<file path="src/rtl/sample_stream_arbiter.sv">
// Round-robin arbiter sharing one sample stream among N_SRC sources.
// A grant is held for a whole frame of FRAME_LEN beats so channel order never interleaves.
module sample_stream_arbiter #(
    parameter int N_SRC     = 4,
    parameter int DWIDTH    = 24,
    parameter int FRAME_LEN = 2,
    localparam int SRC_W    = $clog2(N_SRC)
) (
    input  logic                      clk,
    input  logic                      reset,
    input  logic                      enable,
    input  logic [N_SRC-1:0]          src_mask,
    input  logic [N_SRC*DWIDTH-1:0]   s_data,
    input  logic [N_SRC-1:0]          s_valid,
    output logic [N_SRC-1:0]          s_ready,
    output logic [DWIDTH-1:0]         m_data,
    output logic                      m_valid,
    input  logic                      m_ready,
    output logic [SRC_W-1:0]          m_src,
    output logic                      m_first,
    output logic                      busy,
    output logic [31:0]               frame_count
);

    localparam int BW = (FRAME_LEN > 1) ? $clog2(FRAME_LEN) : 1;

    typedef enum logic {IDLE, GRANT} state_t;

    state_t           state, state_next;
    logic [SRC_W-1:0] grant;
    logic [SRC_W-1:0] last_grant;
    logic [BW-1:0]    beat_cnt;

    logic [N_SRC-1:0] req;
    logic             pick_found;
    logic [SRC_W-1:0] pick;
    logic [SRC_W:0]   rr_sum;
    logic [SRC_W-1:0] rr_idx;
    logic             active;
    logic             handshake;
    logic             frame_done;

    assign req = s_valid & src_mask;

    // Search last_grant+1, last_grant+2, ... modulo N_SRC; first requester wins.
    always_comb begin
        // NOTE: every variable gets a default before any conditional assignment, so no latch is inferred.
        pick_found = 1'b0;
        pick       = '0;
        rr_sum     = '0;
        rr_idx     = '0;
        for (int i = 1; i <= N_SRC; i++) begin
            rr_sum = {1'b0, last_grant} + (SRC_W+1)'(i);
            if (rr_sum >= (SRC_W+1)'(N_SRC)) begin
                rr_sum = rr_sum - (SRC_W+1)'(N_SRC);
            end
            rr_idx = rr_sum[SRC_W-1:0];
            if (!pick_found && req[rr_idx]) begin
                pick_found = 1'b1;
                pick       = rr_idx;
            end
        end
    end

    // Gating with reset drops the frame in the very cycle reset is seen.
    assign active     = (state == GRANT) && !reset;
    assign handshake  = m_valid && m_ready;
    assign frame_done = handshake && (beat_cnt == BW'(FRAME_LEN - 1));

    always_comb begin
        state_next = state;
        s_ready    = '0;
        m_valid    = 1'b0;
        m_first    = 1'b0;
        busy       = 1'b0;
        m_data     = s_data[int'(grant)*DWIDTH +: DWIDTH];
        m_src      = grant;
        case (state)
            IDLE: begin
                if (enable && pick_found) begin
                    state_next = GRANT;
                end
            end
            GRANT: begin
                if (active) begin
                    m_valid        = s_valid[grant];
                    s_ready[grant] = m_ready;
                    busy           = 1'b1;
                    m_first        = (beat_cnt == '0);
                end
                if (frame_done) begin
                    state_next = IDLE;
                end
            end
            default: state_next = IDLE;
        endcase
    end

    always_ff @(posedge clk) begin
        // NOTE: sequential state uses non-blocking assignments so every register samples pre-edge values.
        if (reset) begin
            state <= IDLE;
        end else begin
            state <= state_next;
        end
    end

    always_ff @(posedge clk) begin
        if (reset) begin
            grant       <= '0;
            last_grant  <= SRC_W'(N_SRC - 1);
            beat_cnt    <= '0;
            frame_count <= '0;
        end else begin
            if (state == IDLE) begin
                if (enable && pick_found) begin
                    grant    <= pick;
                    beat_cnt <= '0;
                end
            end else if (handshake) begin
                if (frame_done) begin
                    beat_cnt    <= '0;
                    last_grant  <= grant;
                    frame_count <= frame_count + 32'd1;
                end else begin
                    beat_cnt <= beat_cnt + BW'(1);
                end
            end
        end
    end

endmodule

</file>
<file path="config.mk">
export PLATFORM = sky130hd
export DESIGN_NAME = sample_stream_arbiter
export DESIGN_NICKNAME = d
export VERILOG_FILES = /design/src/rtl/sample_stream_arbiter.sv
export SDC_FILE = /design/constraint.sdc
export NUM_CORES = 1
export LEC_CHECK = 0
export ABC_AREA = 1
export ABC_CLOCK_PERIOD_IN_PS = 1800
export CORE_MARGIN = 2
export CORE_UTILIZATION = 30
export CTS_CLUSTER_SIZE = 20
export DETAILED_ROUTE_END_ITERATION = 8
export GPL_ROUTABILITY_DRIVEN = 0
export HOLD_SLACK_MARGIN = 0.05
export PLACE_DENSITY = 0.78
export SYNTH_ARGS = -nofsm -noshare
export SYNTH_HDL_FRONTEND = slang
export SYNTH_SLANG_ARGS = --single-unit
</file>
<file path="constraint.sdc">
create_clock -name clk -period 1.8 [get_ports clk]
set_input_delay 0.36 -clock clk [delete_from_list [all_inputs] [get_ports clk]]
set_output_delay 0.36 -clock clk [all_outputs]
set_load 0.005 [all_outputs]
</file>
==> run_results.csv, run 1 <==
group,metric,value,unit
outcome,status,"finished, violations left",
outcome,failed_checks,"setup timing",
cells_and_area,final_cells,921,
worst_hold_path,min_from,"frame_count[31]",
logic_synthesis,synth_edf_count,0,
timing,hold_slack,0.5156,ns
logic_synthesis,synth_compound_area_share,15.65,%
timing,period_share,107.6,%
floorplan,die_x,105.6,µm
critical_path,rr_startpoint,"m_src[0]",
cells_and_area,layout.nets,886,
logic_synthesis,synthTopCellsByArea,"nand2_1, dfxtp_1, a22oi_1",
timing,setup-violations-final,62,
logic_synthesis,ys_seq_area_share,24.59,%
detailed_routing,wl,15840,µm
logic_synthesis,yosysWarningCount,0,
detailed_routing,first_pass_iters,5,
timing,drv_slew,0,
timing,maxSlewHeadroom,71.05,%
logic_synthesis,syn_inst,543,
critical_path,arrival,1.58,ns
critical_path,rr_endpoint,"frame_count[8]",
critical_path,critPathLaunchType,"register",
floorplan,ios,173,
critical_path,max_stage_delay,0.39,ns
logic_synthesis,synthArstFlopShare,0,%
logic_synthesis,synth-simple-area-share,48.04,%
cells_and_area,fill_cells,832,
place,dpl.cell_count,867,
logic_synthesis,synthXorXnorAreaFrac,3.680,%
power_and_ir_drop,irDropWorstVdd,0.3812,mV
power_and_ir_drop,power_density,414.0,nW/µm²
grt,grt_pass1_vias,4957,
logic_synthesis,synthMuxAreaShare,0,%
cells_and_area,drive_above_1_share,30.08,%
grt,grt_max_degree,33,
logic_synthesis,synth_nets,652,
critical_path,critPathSlowestCell,"dfxtp_4",
floorplan,placementRows,37,
grt,overflow,0,
timing,period_needed,1.938,ns
place,dp_hpwl,10470,µm
grt,track_usage,27.14,%
clock_network,cts_tree,"yes",
clock_network,cts-root-buf,"clkbuf_8",
floorplan,die_area,11140,µm²
place,port_buffers,172,
clock_network,numCtsBuffers,5,
timing,fmax,516.1,MHz
cells_and_area,area_growth,103.8,%
job,cap_violations,0,
clock_network,clock_sinks,38,
clock_network,clk_latency,0.29,ns
power_and_ir_drop,power.leakage,2.601,nW
grt,antenna_found_initial,7,
worst_hold_path,hold_class,"reg -> reg",
critical_path,crit_top_cell,"buf_6",
logic_synthesis,synthTopCellsByCount,"nand2_1, nor2_1, dfxtp_1",
grt,grt_pass1_wl,24190,µm
logic_synthesis,synth_area,3094,µm²
detailed_routing,vias,4896,
power_and_ir_drop,p_total,2.611,mW
critical_path,path_max_fanout,6,
logic_synthesis,synth_top_family_by_area,"simple AND/OR/NAND/NOR gates",
detailed_routing,drc,0,
critical_path,critPathRequiredTime,1.44,ns
critical_path,reg2regPathDepth,15,
logic_synthesis,syn_avg_cell_area,5.698,µm²
detailed_routing,drt-vias-per-instance,5.316,
critical_path,ff2ff_setup_slack,-0.13,ns
timing,tightest_slew,0.4343,ns
logic_synthesis,ys_ff_latch,38,
critical_path,critPathKind,"reg -> out",
worst_hold_path,holdPathEnd,"frame_count[31]",
logic_synthesis,yosysMostFrequentCell,"nand2_1",
cells_and_area,finalCoreUtilization,61.92,%
clock_network,cts_htree_levels,2,
worst_hold_path,holdPathStages,2,
critical_path,crit_chain,"buf_6, nor2_4, buf_12, buf_8, buf_6, a22oi_2, nand2_1, buf_2",
detailed_routing,drtIter0Drc,403,
clock_network,clk_path_buf_depth,2,
timing,rsz0062_at_grt,"yes",
place,place_ws,-0.3297,ns
clock_network,cts_hold_buf,0,
logic_synthesis,synthAdderAreaFrac,0.4044,%
timing,hold_violations,0,
timing,skew,0.01073,ns
logic_synthesis,ys_dominant_reg_cell,"dfxtp_1",
floorplan,die_h,105.6,µm
logic_synthesis,synth_area_leader_cell,"nand2_1",
detailed_routing,avgRoutedWirePerCell,17.19,µm
logic_synthesis,synth_top_area_share,28.75,%
logic_synthesis,yosysUniqueCellTypes,29,
detailed_routing,ant_nets,0,
clock_network,path_clk_slew,0.07,ns
timing,fin_ws,-0.1375,ns
floorplan,coreArea,10180,µm²
critical_path,end_kind,"primary output",
floorplan,start_util,30.38,%
==> critical path, delay by kind of cell, from the launching register on <==
kind / cells / cell delay, ns
AND/OR/NAND/NOR: 2 / 0.24
AO/OA/AOI/OAI: 1 / 0.04
buffers and inverters: 5 / 0.62
flip-flops: 1 / 0.39
==> timing repair <==
action                     4_1_cts  5_1_grt
setup buffers                   34        4
gates cloned                    10        0
resized for setup              208       79
pin swaps                       34       35
setup endpoints to repair       69       69
==> cell usage in the layout, fill, tap and decap left out, drive strengths merged, types with 4 or more instances in the layout <==
master,instances
inv,34
clkbuf,7
nor2,54
nand4,6
dfxtp,38
nand3,38
diode,7
xor2,12
nand2,237
clkdlybuf4s50,141
nand3b,6
buf,101
nor3,16
o21ai,6
a21oi,34
a22oi,33
dlygate4sd2,4
==> layer usage <==
metal	share of wire (%)	GRT usage [%]
met1	36	27.48
met2	49	48.20
met3	6.9	5.628
met4	7.7	21.43
met5	0	0
==> worst max-delay path by stage <==
stage	from	end	slack, ns	cells past startpoint
after floorplan	frame_count[0]	frame_count[26]	0.08	10
after global placement	reset	s_ready[1]	-0.25	5
after detailed placement	reset	s_ready[2]	-0.33	5
after CTS	m_src[0]	m_data[1]	-0.16	9
after global routing	m_src[0]	frame_count[30]	-0.22	15
final	m_src[0]	m_data[10]	-0.14	8
==> per-stage QoR <==
| step | setup TNS, ns | cell area, µm² |
|---|---|---|
| after global placement | -10.44 | 5221 |
| after global routing | -9.691 | 6306 |
| after detailed placement | -13.19 | 5221 |
| after floorplan | 0 | 3094 |
| after CTS | -4.980 | 6120 |
| final | -5.083 | 6306 |
==> layout make-up <==
type                    count  area, µm²  area share [%]
multi-input cells         449       2591           41.09
flip-flops and latches     38      772.0           12.24
clock buffers               7      86.33           1.369
inverters                  35      141.4           2.242
clock inverters             1      5.005         0.07937
diodes                      7      17.52          0.2778
well taps                 136      170.2           2.698
repair buffers            248       2522           40.00
==> state kept, by name, indices dropped and copies added (netlist names) <==
register / cells
frame_count: 32
last_grant: 2
beat_cnt: 1
state: 1
m_src: 2
==> cell families (layout without fill, tap and decap cells) <==
family          Yosys count  in the layout
flops                    38             38
buf+inv                  56            291
simple gates            357            357
other cells               0              7
compound gates           78             78
xor+xnor                 13             13
fa+ha+maj                 1              1
==> where the power goes <==
group	internal, mW	switching [mW]
registers	0.849	0.0175
logic	0.660	0.474
clock network	0.309	0.301
total	1.82	0.792
Power figures use the tool's default switching activity.
==> run 2: changes to the inputs <==
ABC_CLOCK_PERIOD_IN_PS = 2300   (was 1800)
PLACE_DENSITY = 0.75   (was 0.78)
clock period = 2.3 ns   (was 1.8 ns; I/O delays follow)
==> run 2 against run 1 <==
  * The flow now finishes without violations
  * Via count shrank 11%
  * Clock power decreased by 26%
  * Register-to-register slack improved by 0.60 ns
  * Sequential power decreased by 22%
  * Clock-buffer cell count down 2
  * Worst hold slack lost 0.0098 ns
  * First-iteration DRC count down 8.4%
  * Critical path depth shrank 2
  * Setup slack improved by 0.14 ns
  * Core utilization down 10 points
  * Sequential cell count did not move
  * Design area fell by 17%
  * Critical endpoint is now m_data[0]
  * Largest cell class unchanged
  * Largest power group unchanged
==> run_results.csv, run 2 (same netlist as run 1, synthesis figures left out) <==
group,metric,value,unit
outcome,status,"completed",
detailed_routing,drt-vias-per-instance,5.069,
clock_network,clk_latency,0.30,ns
critical_path,ff2ff_setup_slack,0.47,ns
detailed_routing,ant_nets,0,
critical_path,arrival,1.84,ns
place,port_buffers,172,
floorplan,die_h,105.6,µm
clock_network,path_clk_slew,0.08,ns
floorplan,coreArea,10180,µm²
detailed_routing,met3_length,996,µm
grt,overflow,0,
cells_and_area,final_cells,860,
critical_path,critPathRequiredTime,1.84,ns
power_and_ir_drop,seq_power_share,37.3,%
timing,skew,0.008579,ns
grt,grt_pass1_vias,4122,
detailed_routing,drc,0,
timing,period_needed,2.295,ns
timing,maxSlewHeadroom,73.72,%
grt,grt_pass1_wl,20220,µm
timing,period_share,99.80,%
detailed_routing,vias,4359,
power_and_ir_drop,comb_power_share,37.8,%
detailed_routing,avgRoutedWirePerCell,14.98,µm
power_and_ir_drop,p_total,1.806,mW
power_and_ir_drop,switchingPower,521.2,µW
power_and_ir_drop,power.leakage,2.147,nW
critical_path,critPathKind,"reg -> out",
job,cap_violations,0,
floorplan,ios,173,
clock_network,numCtsBuffers,5,
cells_and_area,layout.cells.most_common,"nand2_1",
clock_network,cts_htree_levels,2,
cells_and_area,area_growth,70.16,%
place,place_ws,-0.03569,ns
timing,hold_violations,0,
floorplan,die_area,11140,µm²
power_and_ir_drop,power_density,343.1,nW/µm²
critical_path,end_kind,"primary output",
cells_and_area,final_cell_mix,"nand2_1, clkdlybuf4s50_1, nor2_1, nand3_1, dfxtp_1",
timing,hold_slack,0.5058,ns
critical_path,critPathLaunchType,"register",
floorplan,die_x,105.6,µm
grt,grt_max_degree,40,
place,dp_hpwl,10200,µm
clock_network,cts_tree,"yes",
floorplan,placementRows,37,
power_and_ir_drop,irDropWorstVdd,0.3624,mV
detailed_routing,drtIter0Drc,369,
power_and_ir_drop,switching_share,28.85,%
detailed_routing,drt-met1-wl,4910,µm
timing,drv_slew,0,
timing,fmax,435.7,MHz
cells_and_area,drive_above_1_share,7.083,%
clock_network,clk_path_buf_depth,2,
detailed_routing,top_signal_layer_used,"met4",
clock_network,cts-root-buf,"clkbuf_8",
power_and_ir_drop,p_int,1.285,mW
cells_and_area,layout.nets,829,
worst_hold_path,hold_class,"reg -> reg",
cells_and_area,top_register,"frame_count",
floorplan,start_util,30.38,%
clock_network,clock_sinks,38,
clock_network,cts_hold_buf,0,
detailed_routing,first_pass_iters,5,
critical_path,path_max_fanout,12,
grt,antenna_found_initial,4,
place,dpl.cell_count,847,
grt,track_usage,22.44,%
timing,setup-violations-final,0,
detailed_routing,wl,12880,µm
timing,fin_ws,0.004665,ns
power_and_ir_drop,clkPwrFrac,24.9,%
detailed_routing,wl_met2,6583,µm
timing,tightest_slew,0.3933,ns
timing,rsz0062_at_grt,"yes",
cells_and_area,largest_reg_flops,32,
==> run 2: layer usage <==
layer	vias up	track usage [%]
li1	2136	-
met1	1987	23.58
met2	209	41.89
met3	27	4.886
met4	0	11.00
met5	-	0
==> run 2: timing repair <==
| action | CTS | global route |
|---|---|---|
| buffers inserted | 0 | 1 |
| gates cloned | 0 | 1 |
| gates resized for setup | 8 | 20 |
| setup endpoints to repair | 28 | 26 |
| pin swaps | 1 | 2 |
==> run 2: worst max-delay path: stages (launching register included) <==
cell and delay, ns:
dfxtp_4 0.37, buf_4 0.15, nor2_4 0.16, clkbuf_16 0.20
a22oi_1 0.07, nand3_1 0.07, clkdlybuf4s50_1 0.50
==> run 2: power groups by stage <==
| stage | Sequential (mW) | Combinational, mW | Clock [mW] |
|---|---|---|---|
| after CTS | 0.673 | 0.682 | 0.455 |
| after global placement | 0.688 | 0.670 | 0 |
| after floorplan | 0.688 | 0.218 | 0 |
| after global routing | 0.675 | 0.735 | 0.479 |
| final | 0.673 | 0.684 | 0.449 |
| after detailed placement | 0.688 | 0.683 | 0 |
==> run 2: final timing paths <==
| kind | startpoint | to | depth (start not counted) |
|---|---|---|---|
| setup / recovery | m_src[1] | m_data[0] | 6 |
| hold / removal | frame_count[31] | frame_count[31] | 2 |
| setup reg to reg | last_grant[0] | m_src[0] | 9 |
| hold reg to reg | frame_count[31] | frame_count[31] | 2 |
==> run 2: layout make-up <==
class                           count  area [µm²]
Sequential cell                    38       768.2
Timing Repair Buffer              191        1994
Clock buffer                        5       68.82
Tap cell                          136       170.2
Fill cell                        1007        4920
Antenna cell                        4       10.01
Multi-Input combinational cell    449        2112
Clock inverter                      2       10.01
Inverter                           35       131.4
==> run 2: per-stage QoR <==
step | setup TNS [ns] | util (%) | area (µm²)
after detailed placement | -0.04849 | 49.91 | 5084
after floorplan | 0 | - | 3094
after global placement | 0 | 49.91 | 5084
after CTS | -0.001106 | 50.76 | 5170
after global routing | -0.3404 | 51.70 | 5265
final | 0 | 51.70 | 5265
